`src/rtl/veerwolf_wb_initiator.sv`:
```
// Single-outstanding Wishbone classic initiator: one bus cycle per accepted
// command, with read data and status returned on a response stream.
//
// state | meaning
// IDLE  | ready for a command
// BUS   | Wishbone cycle in flight, waiting for ack/err/timeout
// RSP   | response presented, waiting for i_rsp_ready
module veerwolf_wb_initiator #(
    parameter int AW      = 6,
    parameter int TIMEOUT = 255,
    parameter int TO_W    = 8
) (
    input  logic          i_clk,
    input  logic          i_rst_n,
    input  logic          i_cmd_valid,
    output logic          o_cmd_ready,
    input  logic [AW-1:0] i_cmd_adr,
    input  logic [31:0]   i_cmd_dat,
    input  logic [3:0]    i_cmd_sel,
    input  logic          i_cmd_we,
    output logic          o_rsp_valid,
    input  logic          i_rsp_ready,
    output logic [31:0]   o_rsp_dat,
    output logic          o_rsp_err,
    output logic          o_rsp_to,
    output logic [AW-1:0] o_wb_adr,
    output logic [31:0]   o_wb_dat,
    output logic [3:0]    o_wb_sel,
    output logic          o_wb_we,
    output logic          o_wb_cyc,
    output logic          o_wb_stb,
    input  logic [31:0]   i_wb_rdt,
    input  logic          i_wb_ack,
    input  logic          i_wb_err
);

    localparam logic [1:0] IDLE = 2'd0;
    localparam logic [1:0] BUS  = 2'd1;
    localparam logic [1:0] RSP  = 2'd2;

    localparam bit          TO_EN     = (TIMEOUT != 0);
    localparam int unsigned TO_LAST_I = (TIMEOUT == 0) ? 0 : TIMEOUT - 1;
    localparam logic [TO_W-1:0] TO_LAST = TO_LAST_I[TO_W-1:0];

    logic [1:0]      state;
    logic [TO_W-1:0] cnt;

    assign o_cmd_ready = (state == IDLE);

    always_ff @(posedge i_clk or negedge i_rst_n) begin
        if (!i_rst_n) begin
            state       <= IDLE;
            cnt         <= '0;
            o_wb_adr    <= '0;
            o_wb_dat    <= '0;
            o_wb_sel    <= '0;
            o_wb_we     <= 1'b0;
            o_wb_cyc    <= 1'b0;
            o_wb_stb    <= 1'b0;
            o_rsp_valid <= 1'b0;
            o_rsp_dat   <= '0;
            o_rsp_err   <= 1'b0;
            o_rsp_to    <= 1'b0;
        end else begin
            case (state)
                IDLE: begin
                    if (i_cmd_valid) begin
                        o_wb_adr <= i_cmd_adr;
                        o_wb_dat <= i_cmd_dat;
                        o_wb_sel <= i_cmd_sel;
                        o_wb_we  <= i_cmd_we;
                        o_wb_cyc <= 1'b1;
                        o_wb_stb <= 1'b1;
                        cnt      <= '0;
                        state    <= BUS;
                    end
                end
                BUS: begin
                    // cyc must drop on the terminating edge, or a responder
                    // acking on cyc & !ack would complete the cycle twice
                    if (i_wb_err) begin
                        o_wb_cyc    <= 1'b0;
                        o_wb_stb    <= 1'b0;
                        o_rsp_valid <= 1'b1;
                        o_rsp_dat   <= '0;
                        o_rsp_err   <= 1'b1;
                        o_rsp_to    <= 1'b0;
                        state       <= RSP;
                    end else if (i_wb_ack) begin
                        o_wb_cyc    <= 1'b0;
                        o_wb_stb    <= 1'b0;
                        o_rsp_valid <= 1'b1;
                        o_rsp_dat   <= o_wb_we ? 32'h0 : i_wb_rdt;
                        o_rsp_err   <= 1'b0;
                        o_rsp_to    <= 1'b0;
                        state       <= RSP;
                    end else if (TO_EN && (cnt == TO_LAST)) begin
                        o_wb_cyc    <= 1'b0;
                        o_wb_stb    <= 1'b0;
                        o_rsp_valid <= 1'b1;
                        o_rsp_dat   <= '0;
                        o_rsp_err   <= 1'b0;
                        o_rsp_to    <= 1'b1;
                        state       <= RSP;
                    end else if (cnt != '1) begin
                        cnt <= cnt + 1'b1;
                    end
                end
                RSP: begin
                    if (i_rsp_ready) begin
                        o_rsp_valid <= 1'b0;
                        o_rsp_dat   <= '0;
                        o_rsp_err   <= 1'b0;
                        o_rsp_to    <= 1'b0;
                        state       <= IDLE;
                    end
                end
                default: state <= IDLE;
            endcase
        end
    end

endmodule

```
`config.mk`:
```
export PLATFORM = sky130hd
export DESIGN_NAME = veerwolf_wb_initiator
export DESIGN_NICKNAME = d
export VERILOG_FILES = /design/src/rtl/veerwolf_wb_initiator.sv
export SDC_FILE = /design/constraint.sdc
export NUM_CORES = 1
export LEC_CHECK = 0
export CORE_MARGIN = 5
export CORE_UTILIZATION = 42
export DETAILED_ROUTE_END_ITERATION = 10
export PLACE_DENSITY = 0.78
export SLEW_MARGIN = 10
export SYNTH_ARGS = -nofsm -noshare
export SYNTH_HDL_FRONTEND = slang
export SYNTH_SLANG_ARGS = --single-unit
```
`constraint.sdc`:
```
create_clock -name i_clk -period 2.02 [get_ports i_clk]
set_input_delay 0.404 -clock i_clk [delete_from_list [all_inputs] [get_ports i_clk]]
set_output_delay 0.404 -clock i_clk [all_outputs]
set_load 0.02 [all_outputs]
```
# Yosys cells after proc, flatten, opt, wreduce, memory -nomap -nowiden
# Index checks and enable logic that the tools add are counted.
[word_totals]
register_bits = 89
out_inout_bits = 81
elab_cells = 64
[op_classes]
n_mux = 33
add_sub_neg = 1
reduce_logical = 8
n_eq_ne = 11
[op_table]
columns = ["cell", "n"]
rows = [
  ["32-bit 2-to-1 mux", 5],
  ["32-bit one-hot mux with 2 select lines", 1],
  ["8-bit 2-to-1 mux", 5],
  ["8-bit one-hot mux with 2 select lines", 1],
  ["2-bit inequality test (second input constant)", 6],
  ["1-bit 2-to-1 mux", 11],
  ["2-bit 2-to-1 mux", 5],
  ["3-bit AND reduction", 3],
  ["8-bit by 1-bit adder with 8-bit output (second input constant)", 1],
  ["8-bit equality test (second input constant)", 1],
  ["8-bit inequality test (second input constant)", 1],
  ["1-bit one-hot mux with 2 select lines", 4],
  ["2-bit one-hot mux with 3 select lines", 1],
  ["6-bit AND reduction", 1],
  ["4-bit inequality test (second input constant)", 1],
  ["2-bit nonzero test", 2],
  ["2-bit by 1-bit equality test with 1-bit output (second input constant)", 1],
  ["2-bit equality test (second input constant)", 1],
  ["2-bit zero test", 1],
  ["2-bit AND reduction", 1],
]

# Logic depth before layout (Yosys ltp)
# Gate-level depths: netlist of run 1.
[logic_depth]
ltp_word = 6
mapped_depth = 7

# Worst setup path after synthesis of run 1
# No wires, ideal clock.
[synth_path]
kind = "register -> register"
from = "register state[1]"
to = "register cnt[2]"
path_stages_with_launch = 7
setup_slack_ns = 0.139
t_arrival_ns = 1.757
synth_period_minus_slack_ns = 1.881
cell_sequence = "dfrtp_1 -> inv_1 -> ha_1 -> mux2_4 -> o211a_1 -> and4b_1 -> a211o_1"
[synth_via]
elab_chain_len = 3
word_cells_on_any_way = 10
[synth_rtl]
columns = ["item", "line_no", "source"]
rows = [
  ["start, declared", "45", "logic [1:0] state;"],
  ["start signal, assigned", "52", "state <= IDLE;"],
  ["start signal, assigned", "75", "state <= BUS;"],
  ["start signal, assigned", "88", "state <= RSP;"],
  ["2-bit zero test *", "-", ""],
  ["net o_cmd_ready", "16", "output logic o_cmd_ready,"],
  ["2-bit inequality test (no source line) or 2-bit nonzero test (tied branches)", "-", ""],
  ["6-bit AND reduction (no source line)", "-", ""],
  ["end signal, assigned", "106", "cnt <= cnt + 1'b1;"],
  ["end, declared", "46", "logic [TO_W-1:0] cnt;"],
]
# Mark *: on every way through the listed nets, which the timed path passes. The rest lies on a longest branch.
# A chain may end at the register's enable or synchronous reset.

# Worst setup path in the final report of run 1
[layout_path]
from = "register state[0]"
to = "register o_rsp_dat[4]"
[layout_via]
elab_chain_len = 3
word_cells_on_any_way = 7
[layout_rtl]
columns = ["item", "line_no", "source"]
rows = [
  ["2-bit by 1-bit equality test with 1-bit output or 2-bit equality test (tied branches)", "65", "case (state)"],
  ["4-bit inequality test (no source line) (tied with other cells)", "-", ""],
  ["3-bit AND reduction (no source line)", "-", ""],
  ["end signal, assigned", "93", "o_rsp_dat <= o_wb_we ? 32'h0 : i_wb_rdt;"],
  ["end, declared", "23", "output logic [31:0] o_rsp_dat,"],
]
# Parallel ways exist; a longest one is shown, timed or not.

==> metrics.md, run 1 <==
| Metric | Value |
|---|---|
| Routed WL | `a little under 10000 µm` |
| WHS | `a little under 0.5 ns` |
| Max-slew headroom | `70.5%` |
| VDD IR-drop max | `about 0.7 mV` |
| Startpoint of the worst hold path | `o_rsp_to$_DFFE_PN0P_` |
| R2R Setup Slk | `between 0.04 and 0.05 ns` |
| XOR/XNOR Fraction of Synth Area | `0%` |
| CP Class | `reg2reg` |
| CP max-delay cell | `dfrtp_1` |
| Ys Warns | `0` |
| Root buffer cell | `clkbuf_8` |
| TritonCTS clock tree | `done` |
| Max-Cap Viols | `0` |
| Hold Crit Endpoint | `o_rsp_to$_DFFE_PN0P_` |
| Register area share after synthesis | `between 60% and 70%` |
| Die Ht | `slightly above 100 µm` |
| Adder-Cell Fraction of Synth Area | `1.72%` |
| DRC Markers | `0` |
| GPL Wtd Cong | `roughly 0.8` |
| Pre-Repair DR Iteration Count | `4` |
| Net Count, Synth | `approximately 340` |
| Max Freq | `between 0.5 and 0.6 GHz` |
| GRT overflow | `0` |
| RSZ-0062 raised after global routing | `no` |
| Fin. max-slew vios | `0` |
| Leakage | `2.49 nW` |
| Asr flop ratio synth | `100%` |
| Crit path max fanout | `32` |
| Largest family of logic cells by synthesized area | `compound AO/OA/AOI/OAI gates` |
| H-tree lvl count | `3` |
| Layout cells sized above 1 | `19.5%` |
| Worst path arrival time | `around 2.3 ns` |
| Vias | `2852` |
| Netlist Area Pre-Place | `0.00364 mm²` |
| Post-synth EDFFs | `0` |
| Average vias per placed instance | `5.25` |
| Core Region | `0.00859 mm²` |
| Row count | `34` |
| Ordered list of cells on the worst path | `inv_1 -> ha_1 -> nor2b_1 -> and3_1 -> buf_4 -> a22o_1` |
| CTS sink count | `89` |
| Pwr Density | `between 1500 and 2000 mW/mm²` |
| 1st-iter DRT viols | `100` |
| Post-Syn Instances | `roughly 260` |
| Post-route minimum period | `1.98 ns` |
| Boundary pin count | `roughly 160` |
| N_diodes | `0` |
| Post-DP Area | `~0.0055 mm²` |
| CTS Buffer Depth | `2` |
| Fin util | `about two thirds` |
| IO Port Bufs | `around 160` |
| Crit path launch type | `flip-flop` |
| Tcrit/Tclk final | `between 90% and 100%` |
| Worst slew pin tran | `~0.44 ns` |
| FF-to-FF End | `o_rsp_dat[4]$_DFFE_PN0P_` |
| Clock slew at reported path FFs | `about 0.09 ns` |
| Post-synthesis cell type with the largest combined area | `dfrtp_1` |
| Area of all placed cells without fillers | `approximately 0.0057 mm²` |
| Simple logic cell fraction of the synthesized area | `under 10%` |
| Gr usage total | `between 10% and 20%` |
| Top-area cell type share of the netlist area | `roughly 61%` |
| Final Skew | `around 0.0095 ns` |
| DP HPWL | `between 7000 and 8000 µm` |
| Status | `complete, no violations` |
| Largest net degree at the start of global routing | `39` |
| Synth-to-Final Area Change | `56.6%` |
| Initial core utilization | `around 42%` |
| Tot Pwr | `around 0.0088 W` |
| Ranking of synthesized cells by area | `dfrtp_1 61%, mux2_2 13%, a22o_1 8.2%` |
| # setup viols final | `0` |
| Global-route wire length before repair | `roughly 15000 µm` |
| RR Startpoint | `state[0]$_DFFE_PN0P_` |
| #FFs+latches synth | `89` |
| Post-synthesis mux area share | `~14%` |
| Crit path launch | `state[0]$_DFFE_PN0P_` |
| Main synth FF type | `dfrtp_1` |
| Die extent in x | `slightly above 100 µm` |
| Avg Cell Area, Syn | `14.2 µm²` |
| Antenna violations before repair | `0` |
| Critical Path End Type | `flip-flop` |
| Worst Hold Class | `reg2reg` |
| TritonCTS Buffers | `9` |
| Reg2Reg Depth | `6` |
| Vias in the first global route | `around 3000` |
| Critical Path RT | `around 2.3 ns` |
| Final Hold Vio Count | `0` |
| Post-detailed-route wirelength per cell | `approximately 18 µm` |
| Synth unique cells | `40` |
| Layout Nets | `slightly above 500` |
| Post-synthesis compound-gate area fraction | `roughly 14%` |
| FILL cells | `between 600 and 700` |
| Hold path cells | `1` |
| Die area | `about 0.011 mm²` |
| Skew-Pair Late Insertion Delay | `approximately 0.35 ns` |
| Critical path's largest stage delay | `slightly below 0.4 ns` |
| ANT nets after route | `0` |
## how the worst max path moves through the flow
stage	endpoint	slack, ns
2_1_floorplan	cnt[2]$_DFFE_PN0P_	0.14
3_3_place_gp	o_rsp_dat[8]$_DFFE_PN0P_	0.01
3_5_place_dp	o_rsp_dat[17]$_DFFE_PN0P_	-0.05
4_1_cts	cnt[5]$_DFFE_PN0P_	0.05
5_1_grt	o_rsp_dat[11]$_DFFE_PN0P_	0.001
6_report	o_rsp_dat[4]$_DFFE_PN0P_	0.04
## flip-flops by register name (all words and copies together) (netlist names), 2 cells and up
register and cells:
o_rsp_dat 32, cnt 8, state 2, o_wb_dat 32, o_wb_adr 6, o_wb_sel 4
## timing repair
| action | CTS | global route |
|---|---|---|
| hold buffers | 1 | 0 |
| gates resized for setup | 1 | 2 |
| pin swaps | 0 | 2 |
| endpoints found under the hold margin | 30 | 0 |
| setup endpoints to repair | 1 | 18 |
| buffers inserted | 0 | 0 |
## logic make-up (layout without fill, tap and decap cells)
group,Yosys count,count (layout)
buffers and inverters,20,199
muxes,45,45
AOI/OAI and AO/OA,63,63
DFF,89,89
and+or+nand+nor,34,34
adders and majority gates,5,5
## synth_stat cells, types with 3 or more instances
library cell,instances
nor2_1,4
nor4b_1,3
o211a_1,3
buf_2,7
o211ai_1,4
a22o_1,34
buf_6,3
a21oi_1,4
o21ai_0,4
a211o_1,3
clkbuf_1,4
nand2_1,7
dfrtp_1,89
nand3_1,5
mux2_2,43
a31oi_1,3
ha_1,5
inv_1,5
## worst max-delay path: cells and delay by family, from the launching register on
kind | cells | cell delay (ns)
compound gates | 1 | 0.23
simple gates | 2 | 0.51
buf+inv | 2 | 0.41
flops | 1 | 0.39
fa+ha+maj | 1 | 0.36
## cell usage in the layout, fill, tap and decap left out, types with 3 or more instances in the layout
master / instances
a211o_1: 3
a21oi_1: 4
a22o_1: 34
a31oi_1: 3
buf_4: 16
bufinv_16: 3
clkbuf_8: 9
clkdlybuf4s50_1: 159
dfrtp_1: 88
ha_1: 5
inv_1: 5
mux2_2: 43
nand2_1: 6
nand3_1: 5
nor2_1: 4
nor4b_1: 3
o211a_1: 3
o211ai_1: 4
o21ai_0: 4
## metrics by stage
stage / instances / worst slack (ns) / setup TNS [ns]
after global routing: 543 / 0.00115 / 0
after global placement: 527 / 0.0147 / 0
after CTS: 543 / 0.0498 / 0
after floorplan: 256 / 0.139 / 0
final: 543 / 0.0424 / 0
after detailed placement: 527 / -0.0507 / -1.36
## where the power goes
group	switching [W]	total (W)	internal, W	leakage [nW]
registers	0.000423	0.00295	0.00253	1.13
logic	0.00212	0.00435	0.00223	1.25
clock network	0.000644	0.00147	0.000824	0.116
total	0.00319	0.00877	0.00558	2.49
## area by class of cell
cell class                 instances  area (µm²)  share of cell area, %
clock inverter                     6         115                   2.02
sequential                        89        2230                   39.0
inverter                           5        18.8                  0.329
clock buffer                       9         124                   2.17
tap                              108         135                   2.37
multi-input combinational        147        1320                   23.1
timing repair buffer             179        1770                   31.0
## routing by layer
layer  GRT usage [%]  routed length (µm)
met1            23.3                4170
met2            29.2                4490
met3            6.77                 883
met4            5.18                 138
met5               0                   0
Power figures use the tool's default switching activity.
==> run 2: changes to the inputs <==
- PLACE_DENSITY: 0.78 -> 0.8
==> metrics.md, run 2 (synthesized netlist as in run 1, its figures left out) <==
| Metric | Value |
|---|---|
| Crit path max fanout | `32` |
| Boundary pin count | `about 160` |
| Die area | `~0.011 mm²` |
| Vias | `2855` |
| Commonest non-fill, non-tap cell in the layout | `clkdlybuf4s50_1` |
| Power Internal | `0.00525 W` |
| Footprint of the multi-input gates | `~0.0013 mm²` |
| CP max-delay cell | `dfrtp_1` |
| Worst path arrival time | `2.16 ns` |
| VDD IR-drop max | `around 0.72 mV` |
| Clock power share | `12.2%` |
| Max Freq | `~0.53 GHz` |
| Status | `complete, no violations` |
| Combinational Power Share | `52.6%` |
| FILL cells | `630` |
| Delay-heaviest family, CP | `simple AND/OR/NAND/NOR gates` |
| 1st-iter DRT viols | `between 100 and 150` |
| Antenna violations before repair | `0` |
| GRT overflow | `0` |
| Setup WS pre-CTS | `-0.0893 ns` |
| Max-slew headroom | `around 76%` |
| Top Registers | `o_rsp_dat: 32 flops, o_wb_dat: 32 flops, cnt: 8 flops` |
| Final Worst Setup Slack | `about 0.14 ns` |
| Routed WL | `9530 µm` |
| Average vias per placed instance | `about 5.3` |
| TritonCTS clock tree | `done` |
| Final cell count without fillers | `~540` |
| CP Class | `reg2reg` |
| Global-route wire length before repair | `14800 µm` |
| IO Port Bufs | `161` |
| Die extent in x | `roughly 100 µm` |
| Die Ht | `between 100 and 150 µm` |
| Initial core utilization | `approximately 42%` |
| Sequential cell area | `0.00223 mm²` |
| Worst slew pin tran | `0.359 ns` |
| Final Hold Vio Count | `0` |
| Layout Nets | `515` |
| Pwr Density | `around 1500 mW/mm²` |
| Post-route minimum period | `~1.9 ns` |
| Root buffer cell | `clkbuf_8` |
| Dpl cells | `between 500 and 600` |
| DP HPWL | `~7000 µm` |
| Max-Cap Viols | `0` |
| Tot Pwr | `0.00839 W` |
| Critical Path RT | `2.30 ns` |
| Tcrit/Tclk final | `93.1%` |
| R2R Setup Slk | `0.14 ns` |
| Fin util | `65.4%` |
| Layout cells sized above 1 | `between 10% and 20%` |
| Critical path's largest stage delay | `0.39 ns` |
| Most frequent cells in the layout | `159 x clkdlybuf4s50_1, 88 x dfrtp_1, 43 x mux2_2, 34 x a22o_1, 12 x buf_4` |
| Clock slew at reported path FFs | `~0.080 ns` |
| Worst Hold Class | `in2async` |
| Critical Path End Type | `flip-flop` |
| Skew-Pair Late Insertion Delay | `about 0.34 ns` |
| Switching Share | `between 30% and 40%` |
| Core Region | `around 0.0086 mm²` |
| N_diodes | `0` |
| Vias in the first global route | `roughly 2900` |
| Post-CTS Setup Inserts | `0` |
| CTS sink count | `89` |
| Fin. max-slew vios | `0` |
| Leakage | `2.45 nW` |
| H-tree lvl count | `3` |
| Pre-Repair DR Iteration Count | `4` |
| Gr usage total | `around 18%` |
| GPL Wtd Cong | `between 0.8 and 0.9` |
| DRC Markers | `0` |
| RSZ-0062 raised after global routing | `no` |
| Psw | `0.00314 W` |
| Post-detailed-route wirelength per cell | `about 18 µm` |
| Largest net degree at the start of global routing | `51` |
| ANT nets after route | `0` |
| Buf/Inv on CP | `2` |
| # setup viols final | `0` |
| Row count | `34` |
| Final Skew | `approximately 0.0077 ns` |
| Ordered list of cells on the worst path | `inv_1 -> ha_1 -> nor2b_1 -> and3_1 -> buf_6 -> a22o_1` |
| TritonCTS Buffers | `9` |
| Synth-to-Final Area Change | `54.1%` |
| WHS | `0.460 ns` |
| CTS Buffer Depth | `2` |
| Crit path launch type | `flip-flop` |
| Fraction of power consumed by sequential logic | `35.1%` |
## run 2: changes by cell type in the layout (fill, tap and decap cells not counted), sizes merged
cell	delta
buf	-2
inv	-2
clkbuf	+3
bufinv	-3
clkinvlp	-1
clkinv	+3
## run 2: worst register-to-register path, stage by stage, from the launching register on
cell and delay, ns:
dfrtp_1 0.39, inv_1 0.08, ha_1 0.36, nor2b_1 0.32
and3_1 0.23, buf_6 0.25, a22o_1 0.19
## run 2: area by class of cell
type,instances,share of cell area (%)
flip-flops and latches,89,39.7
repair buffers,177,31.5
well taps,108,2.41
inverters,5,0.334
multi-input cells,147,23.3
clock buffers,12,2.41
clock inverters,3,0.334
## run 2: worst paths after layout
kind                                       from                   endpoint  cells past startpoint
hold reg to reg            o_rsp_to$_DFFE_PN0P_       o_rsp_to$_DFFE_PN0P_                      1
setup / recovery           state[0]$_DFFE_PN0P_   o_rsp_dat[3]$_DFFE_PN0P_                      6
max in group asynchronous               i_rst_n         cnt[0]$_DFFE_PN0P_                      3
hold / removal                          i_rst_n  o_rsp_dat[28]$_DFFE_PN0P_                      2
setup reg to reg           state[0]$_DFFE_PN0P_   o_rsp_dat[3]$_DFFE_PN0P_                      6
min in group i_clk         o_rsp_to$_DFFE_PN0P_       o_rsp_to$_DFFE_PN0P_                      1
## run 2: per-stage QoR
step | area [µm²] | TNS [ns]
after floorplan | 3640 | 0
after global placement | 5450 | -0.0546
after detailed placement | 5450 | -0.147
after CTS | 5610 | 0
after global routing | 5620 | 0
final | 5620 | 0
## run 2: timing repair
item                                    in CTS  in global routing
resized for setup                            1                  2
hold endpoints to repair                    15                  0
hold buffers                                 1                  0
endpoints found under the setup margin       1                 31
## run 2: routing by layer
layer / routed length (µm) / track usage (%) / vias to the layer above
met5: 0 / 0 / -
met4: 134 / 5.98 / 0
met3: 852 / 5.41 / 12
met2: 4520 / 28.7 / 126
met1: 4030 / 23.3 / 1413
li1: - / - / 1304
## run 2: power by group through the flow
| stage | sequential (W) | combinational (W) | clock (W) |
|---|---|---|---|
| final | 0.00295 | 0.00442 | 0.00103 |
| after global routing | 0.00305 | 0.00468 | 0.00115 |
| after CTS | 0.00295 | 0.00447 | 0.00107 |
| after detailed placement | 0.00299 | 0.00445 | 0 |
| after global placement | 0.00294 | 0.00438 | 0 |
| after floorplan | 0.00383 | 0.00149 | 0 |
==> variant (flow settings as in run 1) <==
Change the parameter `TO_W` from 8 to 6.
--- a/src/rtl/veerwolf_wb_initiator.sv
+++ b/src/rtl/veerwolf_wb_initiator.sv
@@ -9,5 +9,5 @@
     parameter int AW      = 6,
     parameter int TIMEOUT = 255,
-    parameter int TO_W    = 8
+    parameter int TO_W    = 6
 ) (
     input  logic          i_clk,
Function: no difference found for any inputs over 10 cycles, from zero or initial values and one cycle with i_rst_n low; that may be too few to reach the edited logic, so the function may still have changed.
==> variant against run 1 <==
- via count up 4.7%
- die area up 1.6%
- clock skew grew 0.00073 ns
- sequential power is 3% lower
- cell count is 7.7% higher
- cell area down 0.26%
- sequential cell count shrank 2
- area after synthesis up 1.8%
- power decreased by 3.1%
- routed wire length about the same
- setup slack improved by 0.11 ns
==> variant: results (changes against run 1) <==
| Metric | Value |
|---|---|
| GPL Wtd Cong | `0.8118 (was 0.8011)` |
| Fin nets | `558 (was 517)` |
| Reg power frac | `33.6% (was 33.7%)` |
| Top cells by area, synth | `dfrtp_1 (59%), mux2_2 (14%), o21ai_0 (4.7%), o21ai_1 (4.2%), nand2_1 (3.7%) (was dfrtp_1 (61%), mux2_2 (13%), a22o_1 (8.2%), ha_1 (1.7%), buf_2 (0.96%))` |
| Largest net degree at the start of global routing | `46 (was 39)` |
| Met2 GRT Util | `28.51% (was 29.16%)` |
| HPWL Detailed | `7208 um (was 7063 um)` |
| Initial drt markers | `107 (was 100)` |
| Min-delay worst type | `input pin to asynchronous set/reset pin (was flop to flop)` |
| Pleak | `0.002369 uW (was 0.002489 uW)` |
| First-pass GRT wire length | `15,670 um (was 14,950 um)` |
| WL final | `9685 um (was 9683 um)` |
| Cell family with most CP delay | `buffers and inverters (was simple AND/OR/NAND/NOR gates)` |
| Mapped Nets | `393 (was 342)` |
| Max_slew headroom | `61.91% (was 70.49%)` |
| Htree depth | `3 (unchanged)` |
| GR Util All Layers | `17.35% (was 18.22%)` |
| Power Clock | `1110 uW (was 1470 uW)` |
| Multiplexer share of the synthesized area | `14.03% (was 13.97%)` |
| Sequential cell area fraction in the yosys report | `58.66% (was 61.11%)` |
| Share of layout cells above drive strength 1 | `16.77% (was 19.54%)` |
| DR pass1 iterations | `4 (unchanged)` |
| WL met2 | `4842 um (was 4488 um)` |
| Final clock skew | `0.01020 ns (was 0.009475 ns)` |
| Top Registers | `o_rsp_dat: 32 flops, o_wb_dat: 32 flops (was o_rsp_dat: 32 flops, o_wb_dat: 32 flops, cnt: 8 flops)` |
| Vias in the first global route | `3,092 (was 2,985)` |
| Met3 wire length | `802 um (was 883 um)` |
| Complex-gate fraction of the synthesized area | `13.28% (was 14.28%)` |
| Status | `completed (unchanged)` |
| Distinct cells, synth | `37 (was 40)` |
| Clk_lat worst skew | `0.34 ns` |
| CP max FO | `6 (was 32)` |
| Pwr dens | `1493 nW/um^2 (was 1537 nW/um^2)` |
| Clock-pin slew on the worst setup and hold paths | `0.08 ns` |
| Largest family of logic cells by synthesized area | `multiplexers (was compound AO/OA/AOI/OAI gates)` |
| Detailed-route via count | `2,986 (was 2,852)` |
| Filler cells | `700 (was 636)` |
| Synth cell count leaders | `dfrtp_1 (87), mux2_2 (45), nand2_1 (37), o21ai_0 (35), o21ai_1 (31) (was dfrtp_1 (89), mux2_2 (43), a22o_1 (34), buf_2 (7), nand2_1 (7))` |
| Top Layer Used | `met4 (unchanged)` |
| WL met1 | `3900 um (was 4174 um)` |
| Root Buffer | `clkbuf_8 (unchanged)` |
| Synth Area in Adders | `1.686% (was 1.716%)` |
| Worst VDD drop | `0.0008599 V (was 0.0007184 V)` |
| Met3 GRT Util | `6.207% (was 6.766%)` |
| Setup bufs post-CTS | `0 (unchanged)` |
| GR Util met1 | `21.48% (was 23.29%)` |
| Pint | `5185 uW (was 5582 uW)` |
==> variant: changes by cell type in the layout (fill, tap and decap cells not counted), moves of 9 or more <==
cell / run 1 / this run
o21ai_1: 0 / 31
buf_4: 16 / 7
o21ai_0: 4 / 35
nand2_1: 6 / 36
a22o_1: 34 / 3
==> variant: layout make-up <==
class | count | area, um^2 | share of cell area, %
sequential | 87 | 2177 | 38.24
clock buffer | 11 | 141.4 | 2.484
timing repair buffer | 172 | 1753 | 30.79
multi-input combinational | 195 | 1419 | 24.92
inverter | 7 | 26.28 | 0.4615
tap | 108 | 135.1 | 2.374
clock inverter | 5 | 41.29 | 0.7253
==> variant: worst paths after layout <==
path	startpoint	end	slack [ns]	depth (start not counted)
worst max-delay path	state[0]	o_cmd_ready	0.15	3
worst min-delay path	i_rst_n	o_wb_dat[19]	0.05	1
worst max register to register	state[0]	cnt[4]	0.26	6
worst min register to register	o_rsp_valid	o_rsp_valid	0.49	1
max in group asynchronous	i_rst_n	o_rsp_valid	1.37	2
min in group i_clk	o_rsp_valid	o_rsp_valid	0.49	1
==> variant: worst reg2reg max path, stage by stage, from the launching register on <==
cell     delay (ns)
dfrtp_1        0.40
inv_1          0.08
ha_2           0.28
mux2i_4        0.38
nor2_1         0.07
mux2_2         0.26
a22o_1         0.17
==> variant: metrics by stage <==
step	area (um^2)	hold WS [ns]	util [%]	setup WS [ns]	cells
final	5693	0.04615	65.60	0.1527	585
after global routing	5693	0.09179	65.60	0.06901	585
after CTS	5682	0.06863	65.47	0.1053	585
after detailed placement	5500	0.4482	63.38	0.04404	569
after global placement	5500	0.4452	63.38	0.07949	569
after floorplan	3711	0.1084	-	0.1825	307
